## src/rtl/fios_res_collector.sv

```systemverilog
// fios_res_collector
//
// Downstream collector for the FIOS PE chain. Gathers the serial result words
// leaving the last PE, least-significant word first, into one WORD_COUNT-word
// Montgomery product. The product is then offered on a valid/ready handshake.
//
// Build option: define FIOS_RES_FINAL_SUB_EN to also compute result - p word
// by word as the words arrive. The held output is then the reduced value
// whenever result >= p. With the macro undefined, p_word_i is ignored.
//
// Ports
//   clock_i       rising-edge clock
//   reset_n_i     synchronous active-low reset
//   start_i       begin a new collection (clears word counter and overrun_o)
//   word_valid_i  word_i carries a result word this cycle
//   word_i        result word, least-significant first
//   p_word_i      modulus word aligned with word_i (final-subtract build only)
//   res_o         assembled result, word k at [k*WORD_WIDTH +: WORD_WIDTH]
//   res_valid_o   res_o valid and stable (HOLD)
//   res_ready_i   consumer accepts res_o
//   busy_o        collecting words
//   overrun_o     sticky: a word arrived while not collecting
module fios_res_collector #(
  parameter int unsigned WORD_WIDTH = 17,
  parameter int unsigned WORD_COUNT = 16
) (
  input  logic                             clock_i,
  input  logic                             reset_n_i,
  input  logic                             start_i,
  input  logic                             word_valid_i,
  input  logic [WORD_WIDTH-1:0]            word_i,
  input  logic [WORD_WIDTH-1:0]            p_word_i,
  output logic [WORD_COUNT*WORD_WIDTH-1:0] res_o,
  output logic                             res_valid_o,
  input  logic                             res_ready_i,
  output logic                             busy_o,
  output logic                             overrun_o
);

  localparam int unsigned CntW = $clog2(WORD_COUNT);

  typedef enum logic [1:0] {StIdle, StCollect, StHold} state_e;

  state_e                state_q, state_d;
  logic [CntW-1:0]       cnt_q, cnt_d;
  logic                  overrun_q, overrun_d;
  logic [WORD_WIDTH-1:0] raw_q [WORD_COUNT];
  logic [WORD_WIDTH-1:0] raw_d [WORD_COUNT];
  logic [WORD_WIDTH-1:0] out_w [WORD_COUNT];
  logic                  accept;  // word_i is stored this cycle
  logic                  clear;   // a start takes effect this cycle

  always_comb begin
    state_d   = state_q;
    cnt_d     = cnt_q;
    overrun_d = overrun_q;
    accept    = 1'b0;
    clear     = 1'b0;
    unique case (state_q)
      StIdle: begin
        if (start_i) begin
          state_d = StCollect;
          clear   = 1'b1;
        end else if (word_valid_i) begin
          overrun_d = 1'b1;
        end
      end
      StCollect: begin
        // start wins over a coincident word: the partial result is discarded
        if (start_i) begin
          clear = 1'b1;
        end else if (word_valid_i) begin
          accept = 1'b1;
          if (cnt_q == CntW'(WORD_COUNT - 1)) begin
            state_d = StHold;
          end else begin
            cnt_d = cnt_q + 1'b1;
          end
        end
      end
      StHold: begin
        // start without a handshake is ignored so a held result is never lost
        if (res_ready_i && start_i) begin
          state_d = StCollect;
          clear   = 1'b1;
        end else begin
          if (res_ready_i) begin
            state_d = StIdle;
          end
          if (word_valid_i) begin
            overrun_d = 1'b1;
          end
        end
      end
      default: state_d = StIdle;
    endcase
    if (clear) begin
      cnt_d     = '0;
      overrun_d = 1'b0;
    end
  end

  always_comb begin
    raw_d = raw_q;
    if (accept) begin
      raw_d[cnt_q] = word_i;
    end
  end

  always_ff @(posedge clock_i) begin
    if (!reset_n_i) begin
      state_q   <= StIdle;
      cnt_q     <= '0;
      overrun_q <= 1'b0;
      for (int k = 0; k < int'(WORD_COUNT); k++) begin
        raw_q[k] <= '0;
      end
    end else begin
      state_q   <= state_d;
      cnt_q     <= cnt_d;
      overrun_q <= overrun_d;
      raw_q     <= raw_d;
    end
  end

`ifdef FIOS_RES_FINAL_SUB_EN
  logic [WORD_WIDTH-1:0] diff_q [WORD_COUNT];
  logic [WORD_WIDTH-1:0] diff_d [WORD_COUNT];
  logic                  borrow_q, borrow_d;
  logic [WORD_WIDTH:0]   diff;

  // Word-serial subtraction: the top bit of the (W+1)-bit difference is the
  // borrow into the next word. A borrow out of the last word means result < p.
  always_comb begin
    diff     = {1'b0, word_i} - {1'b0, p_word_i} - {{WORD_WIDTH{1'b0}}, borrow_q};
    diff_d   = diff_q;
    borrow_d = borrow_q;
    if (clear) begin
      borrow_d = 1'b0;
    end else if (accept) begin
      diff_d[cnt_q] = diff[WORD_WIDTH-1:0];
      borrow_d      = diff[WORD_WIDTH];
    end
  end

  always_ff @(posedge clock_i) begin
    if (!reset_n_i) begin
      borrow_q <= 1'b0;
      for (int k = 0; k < int'(WORD_COUNT); k++) begin
        diff_q[k] <= '0;
      end
    end else begin
      borrow_q <= borrow_d;
      diff_q   <= diff_d;
    end
  end

  always_comb begin
    for (int k = 0; k < int'(WORD_COUNT); k++) begin
      out_w[k] = borrow_q ? raw_q[k] : diff_q[k];
    end
  end
`else
  logic unused_p_word;
  assign unused_p_word = ^p_word_i;

  always_comb begin
    out_w = raw_q;
  end
`endif

  for (genvar k = 0; k < int'(WORD_COUNT); k++) begin : g_res
    assign res_o[k*WORD_WIDTH +: WORD_WIDTH] = out_w[k];
  end

  assign res_valid_o = (state_q == StHold);
  assign busy_o      = (state_q == StCollect);
  assign overrun_o   = overrun_q;

endmodule

```

## config.mk

```make
export PLATFORM = sky130hd
export DESIGN_NAME = fios_res_collector
export DESIGN_NICKNAME = d
export VERILOG_FILES = /design/src/rtl/fios_res_collector.sv
export SDC_FILE = /design/constraint.sdc
export NUM_CORES = 1
export LEC_CHECK = 0
export BUFFER_PORTS_ARGS = -buffer_cell sky130_fd_sc_hd__buf_2
export CAP_MARGIN = 10
export CORE_MARGIN = 10
export CORE_UTILIZATION = 55
export CTS_BUF_LIST = sky130_fd_sc_hd__clkbuf_4 sky130_fd_sc_hd__clkbuf_8
export DETAILED_ROUTE_END_ITERATION = 8
export GPL_TIMING_DRIVEN = 0
export PLACE_DENSITY = 0.95
export SKIP_LAST_GASP = 1
export SLEW_MARGIN = 15
export SYNTH_ARGS = -nofsm -noshare
export SYNTH_HDL_FRONTEND = slang
export SYNTH_SLANG_ARGS = --single-unit
```

## constraint.sdc

```tcl
create_clock -name clock_i -period 2.27 [get_ports clock_i]
set_input_delay 0 -clock clock_i [delete_from_list [all_inputs] [get_ports clock_i]]
set_output_delay 0 -clock clock_i [all_outputs]
set_load 0.005 [all_outputs]
```

# --- Word-level counts from Yosys, hierarchy flattened ---
# Index checks and enable logic that the tools add are counted.
totals:
  elab_cells: 65
  input_bits: 39
  output_inout_bits: 275
  regBits: 279
classes:
  magnitude_cmp: 2
  add_sub_neg: 1
  n_eq_ne: 10
  bitwise_logic: 4
  n_reduce_logical: 9
  muxes: 20
op_table:
  columns: ["op", "n"]
  rows:
  - ["272-bit bitwise mux", 1]
  - ["17-bit demux with 4-bit select", 1]
  - ["17-bit 2-to-1 mux", 1]
  - ["2-bit 2-to-1 mux", 6]
  - ["2-bit inequality test, second input constant", 5]
  - ["1-bit 2-to-1 mux", 8]
  - ["2-bit one-hot mux with 3 select lines", 1]
  - ["5-bit >= comparator, second input constant", 1]
  - ["5-bit by 1-bit less-than comparator with 1-bit output, second input constant", 1]
  - ["4-bit inverter with 5-bit output", 1]
  - ["5-bit AND reduction", 1]
  - ["4-bit by 1-bit adder with 4-bit output, second input constant", 1]
  - ["4-bit == test, second input constant", 1]
  - ["1-bit one-hot mux with 2 select lines", 2]
  - ["4-bit AND reduction", 1]
  - ["2-bit OR reduction", 2]
  - ["3-bit by 1-bit inequality test with 1-bit output, second input constant", 1]
  - ["1-bit inverter", 3]
  - ["3-bit AND reduction", 1]
  - ["2-bit by 1-bit == test with 1-bit output, second input constant", 1]
  - ["2-bit == test, second input constant", 1]
  - ["1-bit logical AND", 2]
  - ["2-bit logical NOT", 1]
  - ["2-bit by 1-bit inequality test with 1-bit output, second input constant", 1]
  - ["2-bit nonzero test", 1]

# --- Logic depth before layout (Yosys ltp) ---
# Gate-level depths: netlist (run 1).
logic_depth:
  ltp_word: 6
  ltp_mapped: 7
  depth_no_buf: 5

# --- Least setup slack after synthesis (run 1) ---
# Ideal clock, no wire load.
synth_path:
  path_kind: "reg-to-reg"
  startpoint: "reg cnt_q[0]"
  endpoint: "reg cnt_q[1]"
  synth_period_minus_slack_ns: 1.518
  path_buffers: 1
  setup_ns: 0.086
  required_ns: 2.184
  setup_slack_ns: 0.752
  stages_incl_launch_ff: 6
  arrival_ns: 1.433
  cell_sequence: "dfxtp_1 > ha_1 > and3_1 > clkbuf_1 > o21ai_0 > a211oi_1"
synth_via:
  elab_chain_len: 3
  elab_cells_between_ends: 4
  cone_classes: "add/sub (1); eq/ne (1); bitwise (1); reduce/logical (1)"
synth_lines:
  columns: ["item", "line", "rtl"]
  rows:
  - ["start, declared", "45", "logic [CntW-1:0] cnt_q, cnt_d;"]
  - ["start signal, assigned", "120", "cnt_q <= cnt_d;"]
  - ["branches (longest 3 deep; another with 4-bit by 1-bit adder with 4-bit output)", null, null]
# Several ways; the timed one is not identified.
# A chain may end at the register's enable or synchronous reset.

# --- Final worst setup path (run 1) ---
layout_path:
  startpoint: "reg cnt_q[0]"
  endpoint: "reg state_q[0]"
layout_via:
  elab_chain_len: 3
layout_lines:
  columns: ["item", "line", "rtl"]
  rows:
  - ["4-bit == test", "74", "if (cnt_q == CntW'(WORD_COUNT - 1)) begin"]
  - ["2-bit by 1-bit inequality test with 1-bit output (no source line)", null, null]
  - ["5-bit AND reduction (no source line)", null, null]
  - ["end signal, assigned", "112", "state_q <= StIdle;"]
  - ["end signal, assigned", "119", "state_q <= state_d;"]
  - ["end, declared", "44", "state_e state_q, state_d;"]
# No other way between the ends.

==> metrics.txt, run 1 <==
status=finished clean; Post-DRT Antenna Nets=0; final setup violating endpoints=0; Hold Crit Endpoint=res_o[224]$_SDFFE_PN0P_; GR Util met3=9.22%; Reg clk slew, reported paths=0.06 ns; Port-buffer cells=295; post-synth cell types=32; initial antenna violation count=0; PwrDens=737 mW/mm^2; main combinational cell family by area after synthesis=multiplexers; FF+latch count, synth=279; top_reg_cell synth=dfxtp_1; post-synthesis mux area share=24.7%; critical path class=reg2reg; P&R area growth vs syn=28.5%; fin crit share=97.3%; std cell rows=50; GRT Overall Usage=27.4%; final std cells w/o fill=1634; CTS Buf Count=44; chip width=157 microns; CTS tree=yes; via count=9165; TNS Setup=0 ns; GRT met1 Usage=29.0%; VDD IR-drop max=0.566 mV; share of the synthesized area in the top cell type=54.1%; Final GP Congestion=0.869; die boundary height=157 microns; hold buffers post-CTS=23; dominant cell type by area after synthesis=dfxtp_1; Leak=7.33 nW; Design Area, Final=0.0133 sq mm; met2 Use GR=47.7%; Starting Density=55.6%; post-synth net total=1046; reg2reg setup slack=0.06 ns; HP Start=reset_n_i; worst-path maximum fanout=8; Die Area=0.0247 sq mm; post-synthesis cell area=0.0103 sq mm; CTS root buffer=clkbuf_8; RR Endpoint=state_q[0]$_SDFFE_PN0P_; fraction of layout cells with a size suffix above 1=29.9%; Final Total Pwr=9.77 mW; syn avg cell area=10.3 sq um; Avg WL per Cell=22.0 microns; Via density=5.61; crit path DAT=2.69 ns; gr busiest metal=met2; Fmax=453 MHz; final hold vios=0; Antenna diodes=0; CTS max path bufs=3; setup repair bufs after CTS=0; Synth Area in Compound Gates=2.47%; Post-synth EDFFs=0; Core ar.=0.0186 sq mm; clk_lat worst skew=0.55 ns; DP Area=0.0121 sq mm; count of pins over their slew limit=0; Critical Path Sink Type=flip-flop; RSZ-0062 raised after global routing=no; Post-Syn Instances=1003; worst slew pin tran=0.844 ns; DP HPWL=24800 microns; Commonest cells post-synth=dfxtp_1 (279), nand2_1 (272), mux2i_1 (255), clkbuf_1 (51), nand3_1 (30); vias in the first global route=9511; WHS=0.0782 ns; startpoint types=flip-flop; register area share after synthesis=54.1%; drt first pass iters=5; Yosys Warn Count=0; Resize count post-CTS=0; min setup slack post-route=0.0604 ns; ranking of synthesized cells by area=dfxtp_1 (54%), mux2i_1 (25%), nand2_1 (9.9%); RR Startpoint=cnt_q[0]$_SDFFE_PP0P_; most frequent cell after synthesis=dfxtp_1; GRT overflow=0; Simple-Gate Fraction of Synth Area=13.0%; Post-Synth Adder-Cell Area=0.485%; largest net degree at the start of global routing=12; initial DRC count=585; H-tree depth=2; Total Wirelength=35900 microns; Final Util=71.4%; CTS Sinks=279; I/O pin count=314; clk_skew=0.0195 ns; final layout net count=1410; Post-Synth XOR/XNOR Area=0%; drc violations=0; post-place setup slack=0.402 ns; Hold Path Class=in2reg; R2R cell count=5; placed cells=1532; Max Cap Viol=0; first-pass GRT wire length=52800 microns; required time of the critical path=2.75 ns; Tmin final=2.21 ns; worst hold stages=3; ys async rst share=0%; Max-slew headroom=43.8%
flip-flops by register name, summed over array words and instances (netlist names):
name,count
res_o,272
overrun_o,1
cnt_q,4
state_q,2
worst max-delay path by stage:
stage,depth (start not counted),endpoint,from
finish,5,state_q[0]$_SDFFE_PN0P_,cnt_q[0]$_SDFFE_PP0P_
detailed placement,5,cnt_q[1]$_SDFFE_PP0P_,cnt_q[0]$_SDFFE_PP0P_
global placement,5,cnt_q[1]$_SDFFE_PP0P_,cnt_q[0]$_SDFFE_PP0P_
floorplan,5,cnt_q[1]$_SDFFE_PP0P_,cnt_q[0]$_SDFFE_PP0P_
global route,5,state_q[0]$_SDFFE_PN0P_,cnt_q[0]$_SDFFE_PP0P_
CTS,5,state_q[0]$_SDFFE_PN0P_,cnt_q[0]$_SDFFE_PP0P_
cell families after synthesis:
group                      Yosys count
adders and majority gates            4
buffers and inverters               95
and+or+nand+nor                    324
AOI/OAI and AO/OA                   46
muxes                              255
DFF                                279
metal layers:
layer | part of all wire [%] | up-vias
met5 | 0 | -
met4 | 4.9 | 0
met3 | 10 | 136
met2 | 48 | 548
met1 | 37 | 4408
li1 | - | 4073
layout by cell type (no fill, tap or decap), drive strengths merged, types with 2 or more instances in the layout:
master       netlist  routed
o21ai             19      19
a21oi             20      20
clkbuf            51     119
a211oi             2       2
ha                 4       4
and3               2       2
inv                6       7
nor3               2       2
dlygate4sd3        0      23
mux2i            255     255
clkinv             0       8
buf               38     333
nand3             35      35
nand2            272     272
nor2               5       5
dfxtp            279     279
and2b              2       2
power breakdown:
| group | internal [mW] | switching (mW) |
|---|---|---|
| Clock | 2.52 | 1.95 |
| Sequential | 4.91 | 0.00887 |
| Combinational | 0.0989 | 0.283 |
worst max-delay path, stage by stage, from the launching register on:
cell and delay (ns):
dfxtp_1 0.37, ha_1 0.33, and3_1 0.26, a41o_1 0.24
a221oi_1 0.35, dlygate4sd3_1 0.60
final cells by class:
| cell class | count | area, sq um |
|---|---|---|
| Fill cell | 1246 | 5310 |
| Inverter | 6 | 22.5 |
| Timing Repair Buffer | 318 | 1710 |
| Multi-Input combinational cell | 629 | 4200 |
| Clock buffer | 68 | 855 |
| Sequential cell | 279 | 5590 |
| Clock inverter | 11 | 86.3 |
| Buffer | 89 | 519 |
| Tap cell | 234 | 293 |
Power figures use the tool's default switching activity.
==> run 2, diff against run 1 <==
CORE_UTILIZATION = 53   (was 55)
PLACE_DENSITY = 0.94   (was 0.95)
clock period = 2.2 ns   (was 2.27 ns; I/O delays follow)
==> metrics.txt, run 2 (same netlist as run 1, synthesis figures left out) <==
PwrDens=779 mW/mm^2; CTS tree=yes; Critical Path Sink Type=flip-flop; crit path DAT=2.48 ns; Tmin final=2.00 ns; TNS Setup=0 ns; worst slew pin tran=0.848 ns; DP HPWL=25100 microns; worst-path maximum fanout=8; required time of the critical path=2.67 ns; vias in the first global route=9606; RR Startpoint=cnt_q[0]$_SDFFE_PP0P_; Final GP Congestion=0.883; status=finished clean; FILL cells=1312; chip width=160 microns; final layout net count=1409; Leak=7.36 nW; Fmax=500 MHz; initial DRC count=701; Final Util=70.5%; largest net degree at the start of global routing=12; startpoint types=flip-flop; R2R cell count=5; Port-buffer cells=295; I/O pin count=314; Reg clk slew, reported paths=0.07 ns; Hold Path Class=in2reg; Post-DRT Antenna Nets=0; final setup violating endpoints=0; first-pass GRT wire length=55900 microns; GRT overflow=0; RR Endpoint=state_q[0]$_SDFFE_PN0P_; Starting Density=54.5%; fin crit share=91.0%; CTS Sinks=279; initial antenna violation count=0; H-tree depth=2; clk_lat worst skew=0.55 ns; Hold Crit Endpoint=res_o[209]$_SDFFE_PN0P_; Die Area=0.0255 sq mm; drt first pass iters=5; HP Start=reset_n_i; Max-slew headroom=43.4%; CTS max path bufs=3; reg2reg setup slack=0.20 ns; count of pins over their slew limit=0; RSZ-0062 raised after global routing=no; Total Wirelength=36900 microns; critical path class=reg2reg; drc violations=0; Max Cap Viol=0; flip-flop count of the largest register after layout=272; GRT Overall Usage=27.5%; fraction of layout cells with a size suffix above 1=30.0%; commonest cells after routing, fill and taps aside=buf_2 (310), dfxtp_1 (279), nand2_1 (272); CTS root buffer=clkbuf_8; post-place setup slack=0.375 ns; most common cell after layout, fill and taps aside=buf_2; Antenna diodes=0; Via density=5.51; worst hold stages=3; Core ar.=0.0190 sq mm; clk_skew=0.0235 ns; via count=9140; VDD IR-drop max=0.905 mV; min setup slack post-route=0.198 ns; CTS Buf Count=44; Avg WL per Cell=22.2 microns; die boundary height=160 microns; setup repair bufs after CTS=0; final hold vios=0; std cell rows=50; P&R area growth vs syn=29.4%
-- run 2: routing by layer --
layer	routed length [microns]	share of wire [%]	GRT usage, %	up-vias
li1	-	-	-	4066
met1	13200	36	29.2	4386
met2	17900	49	47.2	538
met3	3620	9.8	8.65	150
met4	2160	5.9	16.0	0
met5	0	0	0	-
-- run 2: where the power goes --
group / leakage, nW / switching, mW / internal (mW) / total [mW]
sequential: 2.25 / 0.00909 / 5.06 / 5.07
combinational: 4.57 / 0.293 / 0.101 / 0.394
clock: 0.540 / 2.08 / 2.86 / 4.94
total: 7.36 / 2.39 / 8.03 / 10.4
-- run 2: timing repair --
item,CTS,global route
endpoints found under the setup margin,0,2
hold endpoints to repair,83,0
resized for setup,0,1
hold buffers,22,0
-- run 2: area by class of cell --
cell class	count	area [sq um]	share of cell area, %
buffer	89	519	3.89
clock buffer	66	858	6.43
clock inverter	14	149	1.11
inverter	6	22.5	0.169
multi-input combinational	629	4200	31.5
sequential	279	5590	41.8
tap	260	325	2.44
timing repair buffer	317	1700	12.7
-- run 2: worst max-delay path by stage --
stage / cells past startpoint / from / to
global route: 5 / cnt_q[0]$_SDFFE_PP0P_ / state_q[0]$_SDFFE_PN0P_
detailed placement: 5 / cnt_q[0]$_SDFFE_PP0P_ / cnt_q[0]$_SDFFE_PP0P_
finish: 5 / cnt_q[0]$_SDFFE_PP0P_ / state_q[0]$_SDFFE_PN0P_
global placement: 5 / cnt_q[0]$_SDFFE_PP0P_ / cnt_q[1]$_SDFFE_PP0P_
floorplan: 5 / cnt_q[0]$_SDFFE_PP0P_ / cnt_q[1]$_SDFFE_PP0P_
CTS: 5 / cnt_q[0]$_SDFFE_PP0P_ / state_q[0]$_SDFFE_PN0P_
-- run 2: critical path, stage by stage (launching register included) --
cell           delay, ns
dfxtp_1             0.36
ha_2                0.27
and3_1              0.23
a41o_1              0.24
a221oi_1            0.26
dlygate4sd3_1       0.58
-- run 2: per-stage QoR --
step           instances  area, sq um  hold WS, ns  total power, mW
2_1_floorplan       1003        10300        0.148             5.36
3_3_place_gp        1558        12100        0.265             5.52
3_5_place_dp        1558        12100        0.274             5.53
4_1_cts             1660        13400       0.0674             10.4
5_1_grt             1660        13400        0.128             10.7
6_report            1660        13400        0.109             10.4
